--- src/rtl/reg_file_sb.sv ---
// ============================================================================
// Module   : reg_file_sb
// Brief    : Integer register file with two write ports and a scoreboard
//            that tracks pending long-latency writes. Define RF_BYPASS_EN to
//            enable same-cycle write-to-read bypass.
// Revision : 1.0
// ============================================================================
`default_nettype none

module reg_file_sb #(
    parameter int DATA_W = 32,
    parameter int ADDR_W = 5,
    parameter int NUM_RD = 2
) (
    input  logic                     clk_i,
    input  logic                     rst_ni,
    input  logic [NUM_RD*ADDR_W-1:0] rd_addr_i,
    output logic [NUM_RD*DATA_W-1:0] rd_data_o,
    output logic [NUM_RD-1:0]        rd_busy_o,
    input  logic                     wen0_i,
    input  logic [ADDR_W-1:0]        waddr0_i,
    input  logic [DATA_W-1:0]        wdata0_i,
    input  logic                     wen1_i,
    input  logic [ADDR_W-1:0]        waddr1_i,
    input  logic [DATA_W-1:0]        wdata1_i,
    input  logic                     alloc_i,
    input  logic [ADDR_W-1:0]        alloc_addr_i,
    input  logic                     flush_i,
    output logic [2**ADDR_W-1:0]     busy_vec_o,
    output logic                     waw_err_o
);

    localparam int DEPTH = 2**ADDR_W;

    logic [DATA_W-1:0] r_regs [DEPTH];
    logic [DEPTH-1:0]  r_busy;
    logic [DEPTH-1:0]  w_busy_nxt;
    logic              r_waw_err;
    logic              w_waw_set;
    logic              w_wr0_act;
    logic              w_wr1_act;

    assign w_wr0_act = wen0_i && (waddr0_i != '0);
    assign w_wr1_act = wen1_i && (waddr1_i != '0);

    // Port 0 is assigned last so it wins a same-address collision.
    always_ff @(posedge clk_i or negedge rst_ni) begin
        if (!rst_ni) begin
            for (int i = 0; i < DEPTH; i++) begin
                r_regs[i] <= '0;
            end
        end else begin
            if (w_wr1_act) r_regs[waddr1_i] <= wdata1_i;
            if (w_wr0_act) r_regs[waddr0_i] <= wdata0_i;
        end
    end

    always_comb begin
        w_busy_nxt    = r_busy;
        w_busy_nxt[0] = 1'b0;
        for (int a = 1; a < DEPTH; a++) begin
            if (flush_i) begin
                w_busy_nxt[a] = 1'b0;
            end else if (alloc_i && (alloc_addr_i == ADDR_W'(a))) begin
                w_busy_nxt[a] = 1'b1;
            end else if (wen1_i && (waddr1_i == ADDR_W'(a))) begin
                w_busy_nxt[a] = 1'b0;
            end
        end
    end

    // Hazard: ALU overtaking a pending load, or re-allocating a busy register.
    assign w_waw_set = (w_wr0_act && r_busy[waddr0_i]) ||
                       (alloc_i && (alloc_addr_i != '0) && r_busy[alloc_addr_i] &&
                        !(wen1_i && (waddr1_i == alloc_addr_i)));

    always_ff @(posedge clk_i or negedge rst_ni) begin
        if (!rst_ni) begin
            r_busy    <= '0;
            r_waw_err <= 1'b0;
        end else begin
            r_busy    <= w_busy_nxt;
            r_waw_err <= r_waw_err | w_waw_set;
        end
    end

    assign busy_vec_o = r_busy;
    assign waw_err_o  = r_waw_err;

    for (genvar k = 0; k < NUM_RD; k++) begin : g_rd
        logic [ADDR_W-1:0] w_raddr;
        logic [DATA_W-1:0] w_rdata;
        logic              w_rbusy;

        assign w_raddr = rd_addr_i[k*ADDR_W +: ADDR_W];

        always_comb begin
            w_rdata = r_regs[w_raddr];
            w_rbusy = r_busy[w_raddr];
`ifdef RF_BYPASS_EN
            if (w_wr1_act && (waddr1_i == w_raddr)) begin
                w_rdata = wdata1_i;
                w_rbusy = 1'b0;
            end
            if (w_wr0_act && (waddr0_i == w_raddr)) begin
                w_rdata = wdata0_i;
            end
`endif
            if (w_raddr == '0) begin
                w_rdata = '0;
                w_rbusy = 1'b0;
            end
        end

        assign rd_data_o[k*DATA_W +: DATA_W] = w_rdata;
        assign rd_busy_o[k]                  = w_rbusy;
    end

endmodule

`default_nettype wire

--- config.mk ---
export PLATFORM = sky130hd
export DESIGN_NAME = reg_file_sb
export DESIGN_NICKNAME = d
export VERILOG_FILES = /design/src/rtl/reg_file_sb.sv
export SDC_FILE = /design/constraint.sdc
export NUM_CORES = 2
export LEC_CHECK = 0
export ABC_CLOCK_PERIOD_IN_PS = 2200
export BUFFER_PORTS_ARGS = -buffer_cell sky130_fd_sc_hd__buf_2
export CAP_MARGIN = 0
export CORE_ASPECT_RATIO = 1.5
export CORE_MARGIN = 1
export CORE_UTILIZATION = 29
export DETAILED_ROUTE_END_ITERATION = 6
export MAX_ROUTING_LAYER = met4
export SLEW_MARGIN = 10
export SYNTH_ARGS = -nofsm -noshare
export SYNTH_HDL_FRONTEND = slang
export SYNTH_SLANG_ARGS = --single-unit
--- constraint.sdc ---
create_clock -name clk_i -period 2.2 [get_ports clk_i]
set_input_delay 0.11 -clock clk_i [delete_from_list [all_inputs] [get_ports clk_i]]
set_output_delay 0.11 -clock clk_i [all_outputs]
set_load 0.03 [all_outputs]
==> out/metrics.yaml <==
status: "complete, but fails checks"
violations: "setup timing"
dr.pass1.iters: 6
reg2reg_slack_ns: 0.38
yosys_warnings: 0
required_ns: 2.09
crit_path_start_kind: "flip-flop"
cts_tree: "built"
dpl.cell_count: 8784
postSynthCellCount: 5906
hold_path_class: "in2reg"
drc: 0
num_io_pins: 194
cts_sinks: 1056
die_x_um: 390
power.total_w: 0.0681
setup_violations: 66
die_area_mm2: 0.228
fmax_mhz: 372
cts_buffer_depth: 3
cts_max_level: 3
reg2reg_from: "busy_vec_o[28]$_DFFE_PN0P_"
synth_area_per_cell_um2: 11.1
drtAntennaViolNets: 0
fillers: 22000
grt_setup_unrepaired: "yes"
core_mm2: 0.224
grt.total_usage: 0.249
power_density_mw_per_mm2: 863
synth_edf_count: 0
hp-start: "wdata1_i[11]"
async_flop_share: 1.00
stdcell_count: 9138
syn_area_mm2: 0.0654
fin_worst_skew_ns: 0.0395
layout-drive-gt1-share: 0.289
worst_pin_slew_ns: 0.738
relSlewSlack: 0.508
vias: 54200
ys_ff_latch: 1056
wire_per_inst_um: 30.7
timing.final.ws_setup_ns: -0.487
end_kind: "output port"
cts.clk_slew.worst_paths_ns: 0.07
vdd_drop_max_mv: 0.641
die-height_um: 584
initial_utilization: 0.292
slew_viol_final: 0
synthDistinctLibCells: 56
finalHoldViolCount: 0
antenna_found_initial: 24
crit_fanout: 3
fin_crit_sh: 1.22
grt_first_pass_wirelength_um: 400000
drtIter0Drc: 6331
cts_buffers: 100
r2r_end: "waw_err_o$_DFF_PN0_"
clk_latency_ns: 0.71
nets: 6123
synth_top_flop_cell: "dfrtp_1"
holdPathEnd: "r_regs[811]$_DFF_PN0_"
grt_max_degree: 99
worst_ep_arrival_time_ns: 2.58
whs_path_depth: 3
wirelength_um: 281000
cts-root-buf: "clkbuf_16"
gp_congestion: 0.944
via_per_inst: 5.93
rows: 213
synth_fp_nets: 6001
globalRouteOverflowTotal: 0
path_class: "reg2out"
ys_seq_area_frac: 0.404
grt_pass1_vias: 54000
dpl.hpwl_um: 183000
period_needed_ns: 2.69
drv_cap: 0
p_leak_nw: 33.8
reg2reg_depth: 5
numPortBuffers: 192
area_growth_pct: 20.7
## metrics by stage
step	cell area, um2	worst slack [ns]	hold WS (ns)	utilization	setup TNS (ns)
after floorplan	65400	0.180	-0.186	-	0
after global placement	72800	-0.312	0.0630	0.325	-11.10
after detailed placement	72800	-0.302	0.0636	0.325	-11.32
after CTS	78700	-0.497	0.00455	0.351	-26.07
after global routing	79000	-0.530	0.0322	0.352	-27.37
final	79000	-0.487	0.0372	0.352	-24.91
## worst max-delay path, stage by stage, from the launching register on
cell	delay (ns)
dfrtp_1	0.41
mux4_2	0.48
mux4_2	0.61
inv_2	0.11
o21ai_4	0.07
buf_6	0.15
## state kept, by name, summed over array words and instances (netlist names)
register and cells:
waw_err_o 1, r_regs 1024, busy_vec_o 31
## report_power, final
part	total, W	leakage (nW)	switching [W]	internal, W
combinational	0.0197	19.2	0.00889	0.0108
sequential	0.0287	12.9	0.00435	0.0243
clock	0.0197	1.76	0.00851	0.0112
total	0.0681	33.8	0.0218	0.0464
## area by class of cell
class | instances | area [um2] | share of cell area
Sequential cell | 1056 | 26500 | 0.335
Timing Repair Buffer | 758 | 8210 | 0.104
Inverter | 69 | 277 | 0.00350
Clock buffer | 138 | 2810 | 0.0355
Tap cell | 3010 | 3770 | 0.0477
Clock inverter | 43 | 820 | 0.0104
Antenna cell | 21 | 52.6 | 0.000665
Multi-Input combinational cell | 4043 | 36600 | 0.463
## cells in the mapped netlist (4+ instances only)
cell type  number  share of area
nand4_1         4        0.00038
buf_1          58         0.0033
nor2_1        680          0.039
mux2i_1       801           0.12
nor2_2         21         0.0020
nand2b_1        8        0.00076
dfrtp_1      1056           0.40
a2bb2oi_1       9         0.0012
nor3_1          4        0.00031
xor2_1          4        0.00054
buf_2         159          0.012
o21ai_0       321          0.025
mux2_2          6         0.0010
inv_1          68         0.0039
nand2_2         9        0.00086
buf_6          10         0.0017
nand2_1       472          0.027
nand3_1        10        0.00076
buf_4          41         0.0047
a22oi_1        42         0.0048
o21ai_1       110         0.0084
a21oi_1       654          0.050
a32oi_1       167          0.022
clkbuf_1      470          0.027
mux4_2        670           0.23
nor2b_1         5        0.00048
## layout by cell type, fill, tap and decap left out, types with 11 or more instances in the layout
master | netlist | layout
mux2i_1 | 801 | 801
buf_6 | 10 | 68
clkbuf_16 | 0 | 101
inv_2 | 1 | 51
o21ai_4 | 0 | 39
a32oi_1 | 167 | 167
a21oi_1 | 654 | 654
clkbuf_1 | 470 | 23
nand2_4 | 0 | 32
o21ai_2 | 0 | 24
nand2_2 | 9 | 43
mux4_2 | 670 | 670
nor2_4 | 3 | 19
a22oi_1 | 42 | 42
clkinv_2 | 0 | 13
diode_2 | 0 | 21
dfrtp_2 | 0 | 23
nand2_1 | 472 | 406
buf_2 | 159 | 115
dlygate4sd3_1 | 0 | 96
dfrtp_1 | 1056 | 1033
o21ai_1 | 110 | 47
buf_4 | 41 | 290
nor2_2 | 21 | 13
buf_12 | 0 | 182
o21ai_0 | 321 | 321
inv_1 | 68 | 11
clkbuf_8 | 0 | 14
bufinv_16 | 0 | 19
nor2_1 | 680 | 672
## how the worst max path moves through the flow
stage,startpoint,endpoint,cells after the start
3_3_place_gp,rd_addr_i[0],rd_data_o[30],8
2_1_floorplan,rd_addr_i[6],rd_data_o[33],7
4_1_cts,busy_vec_o[18]$_DFFE_PN0P_,rd_busy_o[0],4
3_5_place_dp,rd_addr_i[0],rd_data_o[30],8
6_report,r_regs[689]$_DFF_PN0_,rd_data_o[49],5
5_1_grt,r_regs[521]$_DFF_PN0_,rd_data_o[9],5
## per-layer routing
metal | vias up | share of wire | global-route usage
met5 | - | 0 | -
met4 | 0 | 0.086 | 0.175
met3 | 1179 | 0.092 | 0.0531
met2 | 3471 | 0.47 | 0.392
met1 | 27400 | 0.35 | 0.284
li1 | 22100 | - | -
## timing repair
action | CTS | global route
setup buffers | 28 | 27
hold endpoints to repair | 1953 | 0
pin swaps | 2 | 12
hold buffers | 97 | 0
setup endpoints to repair | 66 | 77
gates resized for setup | 325 | 40
## logic make-up after synthesis
group	Yosys count	share of synthesized area
AOI/OAI and AO/OA	1317	0.113
muxes	1477	0.354
and+or+nand+nor	1243	0.0756
xor gates and xnor gates	5	0.000669
DFF	1056	0.404
other	1	0.0000573
buffers and inverters	807	0.0528
(Power assumes the default switching activity.)
